`src/rtl/ram_pkg.sv`:
```
// Shared types and constants for the valid-masked dual-port RAM.
// Holds the clear-sequencer state encoding and the depth helper.
package ram_pkg;

  typedef enum logic {
    IDLE  = 1'b0,
    CLEAR = 1'b1
  } clr_state_t;

  function automatic int unsigned depth_of(input int unsigned n);
    return 32'd1 << n;
  endfunction

endpackage

```
`src/rtl/ram_clear_seq.sv`:
```
// Post-reset clearing sequencer: sweeps every address once with a zero-write
// strobe and flags busy for exactly that window.
module ram_clear_seq
  import ram_pkg::*;
#(
  parameter int unsigned N              = 4,
  parameter bit          CLEAR_ON_RESET = 1'b1
) (
  input  logic         clk_i,
  input  logic         rst_i,
  output logic         busy_o,
  output logic [N-1:0] clr_addr,
  output logic         clr_we
);

  localparam logic [N:0] LAST = (N+1)'(depth_of(N) - 32'd1);

  clr_state_t state;
  logic [N:0] cnt;

  always_ff @(posedge clk_i) begin
    if (rst_i) begin
      state <= CLEAR_ON_RESET ? CLEAR : IDLE;
      cnt   <= '0;
    end else begin
      unique case (state)
        CLEAR: begin
          cnt <= cnt + 1'b1;
          if (cnt == LAST) state <= IDLE;
        end
        default: cnt <= '0;
      endcase
    end
  end

  // Masked by reset so busy reads 0 while reset is held, yet the sweep
  // still covers exactly 2**N cycles once reset is released.
  assign clr_we   = (state == CLEAR) && !rst_i;
  assign busy_o   = clr_we;
  assign clr_addr = cnt[N-1:0];

endmodule

```
`src/rtl/ram_valid_dp.sv`:
```
// Simple-dual-port RAM with per-word valid bitmap, registered read,
// write-first bypass, single/bulk invalidate and a post-reset clear sweep.
module ram_valid_dp
  import ram_pkg::*;
#(
  parameter int unsigned N              = 4,
  parameter int unsigned M              = 4,
  parameter bit          CLEAR_ON_RESET = 1'b1
) (
  input  logic         clk_i,
  input  logic         rst_i,
  input  logic         wren_i,
  input  logic [N-1:0] wr_addr_i,
  input  logic [M-1:0] dato_write_i,
  input  logic         rden_i,
  input  logic [N-1:0] rd_addr_i,
  output logic [M-1:0] dato_read_o,
  output logic         rd_valid_o,
  output logic         rd_hit_o,
  input  logic         inv_i,
  input  logic [N-1:0] inv_addr_i,
  input  logic         inv_all_i,
  output logic         busy_o
);

  localparam int unsigned DEPTH = depth_of(N);

  logic [M-1:0]     mem [DEPTH];
  logic [DEPTH-1:0] valid;
  logic [DEPTH-1:0] valid_nxt;
  logic             busy;
  logic             clr_we;
  logic [N-1:0]     clr_addr;
  logic             active;
  logic             wr_bypass;

  ram_clear_seq #(
    .N              (N),
    .CLEAR_ON_RESET (CLEAR_ON_RESET)
  ) u_clear_seq (
    .clk_i    (clk_i),
    .rst_i    (rst_i),
    .busy_o   (busy),
    .clr_addr (clr_addr),
    .clr_we   (clr_we)
  );

  assign busy_o    = busy;
  assign active    = !rst_i && !busy;
  assign wr_bypass = wren_i && (wr_addr_i == rd_addr_i);

  // Later assignments win: write > single invalidate > bulk invalidate.
  always_comb begin
    valid_nxt = valid;
    if (inv_all_i) valid_nxt = '0;
    if (inv_i)     valid_nxt[inv_addr_i] = 1'b0;
    if (wren_i)    valid_nxt[wr_addr_i]  = 1'b1;
  end

  always_ff @(posedge clk_i) begin
    if (clr_we) begin
      mem[clr_addr] <= '0;
    end else if (active && wren_i) begin
      mem[wr_addr_i] <= dato_write_i;
    end
  end

  always_ff @(posedge clk_i) begin
    if (rst_i) begin
      valid <= '0;
    end else if (!busy) begin
      valid <= valid_nxt;
    end
  end

  always_ff @(posedge clk_i) begin
    if (rst_i) begin
      dato_read_o <= '0;
      rd_valid_o  <= 1'b0;
      rd_hit_o    <= 1'b0;
    end else if (active && rden_i) begin
      rd_valid_o <= 1'b1;
      if (wr_bypass) begin
        dato_read_o <= dato_write_i;
        rd_hit_o    <= 1'b1;
      end else begin
        dato_read_o <= valid[rd_addr_i] ? mem[rd_addr_i] : '0;
        rd_hit_o    <= valid[rd_addr_i];
      end
    end else begin
      rd_valid_o <= 1'b0;
    end
  end

endmodule

```
`config.mk`:
```
export PLATFORM = sky130hd
export DESIGN_NAME = ram_valid_dp
export DESIGN_NICKNAME = d
export VERILOG_FILES = /design/src/rtl/ram_pkg.sv /design/src/rtl/ram_clear_seq.sv /design/src/rtl/ram_valid_dp.sv
export SDC_FILE = /design/constraint.sdc
export NUM_CORES = 1
export LEC_CHECK = 0
export ABC_AREA = 1
export BUFFER_PORTS_ARGS = -buffer_cell sky130_fd_sc_hd__buf_2
export CAP_MARGIN = 0
export CORE_UTILIZATION = 55
export DETAILED_ROUTE_END_ITERATION = 7
export MAX_ROUTING_LAYER = met4
export PLACE_DENSITY = 0.76
export SLEW_MARGIN = 25
export SYNTH_ARGS = -nofsm -noshare
export SYNTH_HDL_FRONTEND = slang
export SYNTH_SLANG_ARGS = --single-unit
export TNS_END_PERCENT = 1
```
`constraint.sdc`:
```
create_clock -name clk_i -period 1.64 [get_ports clk_i]
set_clock_uncertainty 0.05 [all_clocks]
set_input_delay 0.328 -clock clk_i [delete_from_list [all_inputs] [get_ports clk_i]]
set_output_delay 0.328 -clock clk_i [all_outputs]
set_load 0.005 [all_outputs]
```
==> results_dict.tcl, run 1 <==
set metrics [dict create \
    status "finished with violations" \
    violations "setup timing" \
    fmax_mhz 575 \
    ys_async_sr_fraction_pct 0 \
    area_delta_synth_final_pct 17.5 \
    wirelength_um 10500 \
    combPwrFrac_pct 10.9 \
    ir_drop_uv 581 \
    synth_edf_count 64 \
    rows 32 \
    syn_inst 529 \
    grt_first_pass_wirelength_um 16700 \
    clockPowerShare_pct 32.8 \
    clkLatencyLatePin_ps 360 \
    required_ps 1650 \
    yosys.cell_types.count 36 \
    synth_fp_nets 553 \
    finalSetupViolations 65 \
    die_h_um 93.0 \
    place_congestion 0.918 \
    critPathBufInv 3 \
    wl_per_cell_um 15.5 \
    antenna_found_initial 0 \
    io_pins 29 \
    via_count 3721 \
    ant_nets 0 \
    seqPwrFrac_pct 56.3 \
    hold_ws_ps 259 \
    rsz0062_at_grt "true" \
    maxSlewViolCount 0 \
    critPathLaunchType "register" \
    arrival_ps 1750 \
    sw_frac_of_total_pct 24.8 \
    critical_path_class "register to register" \
    syn_area_um2 4550 \
    cpLargestDelayFamily "simple AND/OR/NAND/NOR gates" \
    fin_util_pct 68.1 \
    grt_pass1_vias 3336 \
    tightestPinTransition_ps 653 \
    intPower_mw 3.33 \
    portBuffers 28 \
    grt_max_degree 43 \
    fin_ws_ps -98.7 \
    vias_per_cell 5.47 \
    grt.overflow.total 0 \
    cts_max_level 3 \
    drtPass1Iterations 5 \
    end_kind "register" \
    p_total_mw 4.43 \
    layout.nets 597 \
    final_common_cell "nand2_1" \
    p_leak_nw 2.35 \
    drive_above_1_share_pct 19.7 \
    worst-path-max-fanout 12 \
    synth_top_flop_cell "edfxtp_1" \
    core_um2 7850 \
    yosys_register_bits 92 \
    synth_seq_area_share_pct 54.5 \
    antenna_cells 0 \
    cts.path.max_buffers 2 \
    fin_crit_ps 1740 \
    hold_viol 0 \
    switching_power_mw 1.10 \
    maxCapViolations 0 \
    clockRootBuffer "clkbuf_8" \
    nFillCells 598 \
    synth.avg_cell_area_um2 8.60 \
    critPathSlowestCell "dfxtp_1" \
    crit_path_max_incr_delay_ps 310 \
    grtUsageTotal_pct 26.6 \
    drtIter0Drc 351 \
    cts_tree "yes" \
    mostFrequentLayoutCells "125 x nand2_1, 78 x inv_1, 68 x nand3_1, 64 x edfxtp_1, 32 x nor2_1" \
    path_clk_slew_ps 90 \
    post-route-period-util_pct 106 \
    die_x_um 93.0 \
    yosys_warnings 0 \
    hold_path_class "input pin to register" \
    place_hpwl_um 7230 \
    stdcell_area_um2 5350 \
    p_per_area_nw_per_um2 829 \
    drc 0 \
    path_cells "inv_2 -> nand2_4 -> nor2_8 -> inv_6 -> buf_12 -> o21ai_4 -> nand3_4 -> nor2_4" \
    cts_setup_buffers 0 \
    numCtsBuffers 9 \
    post_dp_cell_area_um2 5010 \
    start_util_pct 58.0 \
    relSlewSlack_pct 56.5 \
    die-area_um2 8640 \
    ctsHoldBuffers 0 \
    cts.sinks 92 \
    preCtsSetupSlack_ps -329 \
]
## synthesized netlist by cell type (2+ instances only)
master	number	area (µm²)
o22ai_1	4	25.0
o21ai_1	4	20.0
a41oi_1	3	26.3
a21oi_1	22	110
nand2_4	3	33.8
nor2_1	49	184
inv_1	78	293
buf_6	3	33.8
clkbuf_1	6	22.5
o21ai_0	22	110
dfxtp_1	28	561
nand3_1	68	340
nand2_1	125	469
nand2_2	5	31.3
nor2_2	2	12.5
ha_1	2	25.0
a31oi_1	5	31.3
edfxtp_1	64	1920
nand3_2	4	40.0
buf_2	10	50.1
nor2_8	2	40.0
inv_2	6	22.5
## tightest hold or removal path, stage by stage
cell and delay (ps):
buf_2 90, buf_4 120, o41ai_1 70
## sequential cells by signal, indices dropped and copies added, names as in the netlist
name               count
u_clear_seq.cnt        5
rd_valid_o             1
valid                 16
u_clear_seq.state      1
mem                   64
dato_read_o            4
rd_hit_o               1
## power by group through the flow
stage	sequential, mW	clock [mW]	combinational (mW)
after floorplan	2.54	0	0.286
after global placement	2.55	0	0.427
after detailed placement	2.55	0	0.431
after CTS	2.49	1.46	0.458
after global routing	2.50	1.55	0.525
final	2.49	1.45	0.483
## layer usage
metal  GRT usage, %  up-vias  wire length, µm  share of wire (%)
li1               -     1810                -                  -
met5              -        -                0                  0
met4           7.95        0               91               0.86
met3           4.47       10              759                7.2
met2           41.3      152             4890                 46
met1           36.3     1749             4780                 45
## logic make-up after synthesis
logic type,count (synthesis),synth area share (%)
buffers and inverters,108,10.3
flip-flops,92,54.5
adder cells (fa/ha/maj),2,0.550
AND/OR/NAND/NOR,262,26.2
AO/OA/AOI/OAI,65,8.36
## metrics by stage
step,cells,TNS [ps]
6_report,680,-4570
2_1_floorplan,529,-4090
3_3_place_gp,664,-17480
4_1_cts,680,-5560
5_1_grt,680,-8700
3_5_place_dp,664,-21800
## final cells by class
type / instances / area [µm²] / area share, %
Multi-Input combinational cell: 329 / 1780 / 33.4
Sequential cell: 92 / 2480 / 46.4
Timing Repair Buffer: 54 / 427 / 7.98
Tap cell: 102 / 128 / 2.39
Inverter: 87 / 343 / 6.41
Clock inverter: 6 / 55.1 / 1.03
Clock buffer: 10 / 128 / 2.39
## worst paths after layout
check / slack, ps / endpoint / from / cells past startpoint
max: -100 / mem[15][2] / u_clear_seq.state / 8
min: 260 / valid[14] / wr_addr_i[0] / 3
max reg2reg: -100 / mem[15][2] / u_clear_seq.state / 8
min reg2reg: 420 / valid[14] / valid[14] / 2
## timing repair
item / 4_1_cts / 5_1_grt
pin swaps: 3 / 3
setup endpoints to repair: 81 / 65
gates resized for setup: 18 / 11
gates cloned: 0 / 0
Note: power is estimated with default switching activity, not from simulation.
==> inputs of run 2 (changes only) <==
--- a/config.mk
+++ b/config.mk
@@ -8,10 +8,12 @@
 export ABC_AREA = 1
 export BUFFER_PORTS_ARGS = -buffer_cell sky130_fd_sc_hd__buf_2
 export CAP_MARGIN = 0
-export CORE_UTILIZATION = 55
+export CORE_ASPECT_RATIO = 1.75
+export CORE_UTILIZATION = 57
+export CTS_BUF_LIST = sky130_fd_sc_hd__clkbuf_4
 export DETAILED_ROUTE_END_ITERATION = 7
 export MAX_ROUTING_LAYER = met4
-export PLACE_DENSITY = 0.76
+export PLACE_DENSITY = 0.79
 export SLEW_MARGIN = 25
 export SYNTH_ARGS = -nofsm -noshare
 export SYNTH_HDL_FRONTEND = slang
==> results_dict.tcl, run 2 (synthesis results as in run 1) <==
set metrics [dict create \
    ant_nets 0 \
    clkLatencyLatePin_ps 440 \
    p_leak_nw 2.36 \
    fin_crit_ps 1740 \
    end_kind "register" \
    grt_max_degree 24 \
    stdcell_area_um2 5330 \
    portBuffers 28 \
    critical_path_class "register to register" \
    tightestPinTransition_ps 647 \
    status "finished with violations" \
    mostFrequentLayoutCells "125 x nand2_1, 78 x inv_1, 68 x nand3_1, 64 x edfxtp_1, 30 x nor2_1" \
    p_per_area_nw_per_um2 790 \
    hp-start "wr_addr_i[0]" \
    die-area_um2 8360 \
    finalSetupViolations 65 \
    setup.worst_path.start "u_clear_seq.state" \
    critPathSlowestCell "dfxtp_1" \
    wirelength_um 11400 \
    wl_per_cell_um 17.0 \
    cts.path.max_buffers 2 \
    required_ps 1740 \
    maxSlewViolCount 0 \
    hold_ws_ps 168 \
    area_delta_synth_final_pct 17.1 \
    dp.cells 652 \
    layout.nets 602 \
    relSlewSlack_pct 56.8 \
    place_congestion 0.998 \
    critPathLaunchType "register" \
    cts_tree "yes" \
    violations "setup timing" \
    clockRootBuffer "clkbuf_4" \
    path_cells "inv_2 -> nand2_4 -> nor2_8 -> inv_6 -> buf_12 -> nor2_4 -> a21oi_4 -> inv_2 -> nand2_4 -> nor2_4" \
    hold_path_class "input pin to register" \
    critPathBufInv 4 \
    top_regs "mem (64), valid (16), u_clear_seq.cnt (5)" \
    die_h_um 120 \
    die_x_um 69.6 \
    post_dp_cell_area_um2 5000 \
    vias_per_cell 5.70 \
    drtIter0Drc 284 \
    ir_drop_uv 982 \
    grtUsageTotal_pct 30.4 \
    stdcell_count 671 \
    r2r_slack_ps -100 \
    crit_path_max_incr_delay_ps 330 \
    path_clk_slew_ps 140 \
    cts.sinks 92 \
    start_util_pct 59.3 \
    final_common_cell "nand2_1" \
    cpLargestDelayFamily "simple AND/OR/NAND/NOR gates" \
    maxCapViolations 0 \
    arrival_ps 1840 \
    hold_viol 0 \
    core_um2 7670 \
    rows 42 \
    io_pins 29 \
    numCtsBuffers 9 \
    drtPass1Iterations 5 \
    fin_ws_ps -104 \
    worst-path-max-fanout 9 \
    grt_pass1_vias 3911 \
    antenna_found_initial 0 \
    via_count 3828 \
    top_register "mem" \
    fmax_mhz 573 \
    largest_reg_flops 64 \
    cts_max_level 3 \
    rsz0062_at_grt "true" \
    drive_above_1_share_pct 21.3 \
    regToRegStartpoint "u_clear_seq.state" \
    drc 0 \
    grt_first_pass_wirelength_um 18600 \
    antenna_cells 0 \
    grt.overflow.total 0 \
    post-route-period-util_pct 106 \
    place_hpwl_um 8240 \
]
==> run 2: cell count changes in the layout (fill, tap and decap cells not counted), moves of 2 or more <==
cell	previous run	this run
nor2_1	32	30
clkbuf_4	0	10
clkbuf_8	9	0
buf_4	18	22
==> run 2: what timing repair did <==
item,4_1_cts,5_1_grt
buffers inserted,0,2
pin swaps,6,6
endpoints found under the setup margin,81,66
cloned,1,0
hold buffers,0,0
resized for setup,33,2
==> run 2: report_power, final <==
| part | total, mW | internal (mW) | switching (mW) | leakage, nW |
|---|---|---|---|---|
| Combinational | 0.510 | 0.170 | 0.339 | 1.51 |
| Sequential | 2.50 | 2.48 | 0.0156 | 0.774 |
| Clock | 1.20 | 0.481 | 0.720 | 0.0748 |
==> run 2: area by class of cell <==
class / count / area (µm²)
Multi-Input combinational cell: 329 / 1800
Tap cell: 88 / 110
Inverter: 87 / 340
Clock inverter: 6 / 61.3
Timing Repair Buffer: 59 / 462
Sequential cell: 92 / 2480
Clock buffer: 10 / 75.1
Fill cell: 604 / 2340
==> run 2: metrics by stage <==
step                      TNS (ps)  utilization (%)  power [mW]  setup WS, ps
after floorplan              -4090                -        2.83         -81.1
after global placement      -22180             65.1        2.98          -322
after detailed placement    -28140             65.1        3.00          -396
after CTS                    -4340             69.2        4.21          -144
after global routing         -8140             69.5        4.36          -151
final                        -4810             69.5        4.21          -104
==> run 2: tightest hold or removal path, delay by kind of cell <==
| kind | cells | cell delay (ps) |
|---|---|---|
| AO/OA/AOI/OAI | 1 | 70 |
| buffers and inverters | 2 | 240 |
==> run 2: metal layers <==
layer	GRT usage (%)	up-vias	wire [µm]
met5	-	-	0
met3	5.92	79	653
met1	28.5	1765	3800
met2	51.7	165	5980
met4	27.2	0	1000
li1	-	1819	-
==> run 2: path summary, 6_finish.rpt <==
| path | endpoint | depth (start not counted) |
|---|---|---|
| max reg2reg | mem[5][2] | 10 |
| max | mem[5][2] | 10 |
| min reg2reg | valid[8] | 2 |
| min | valid[14] | 3 |
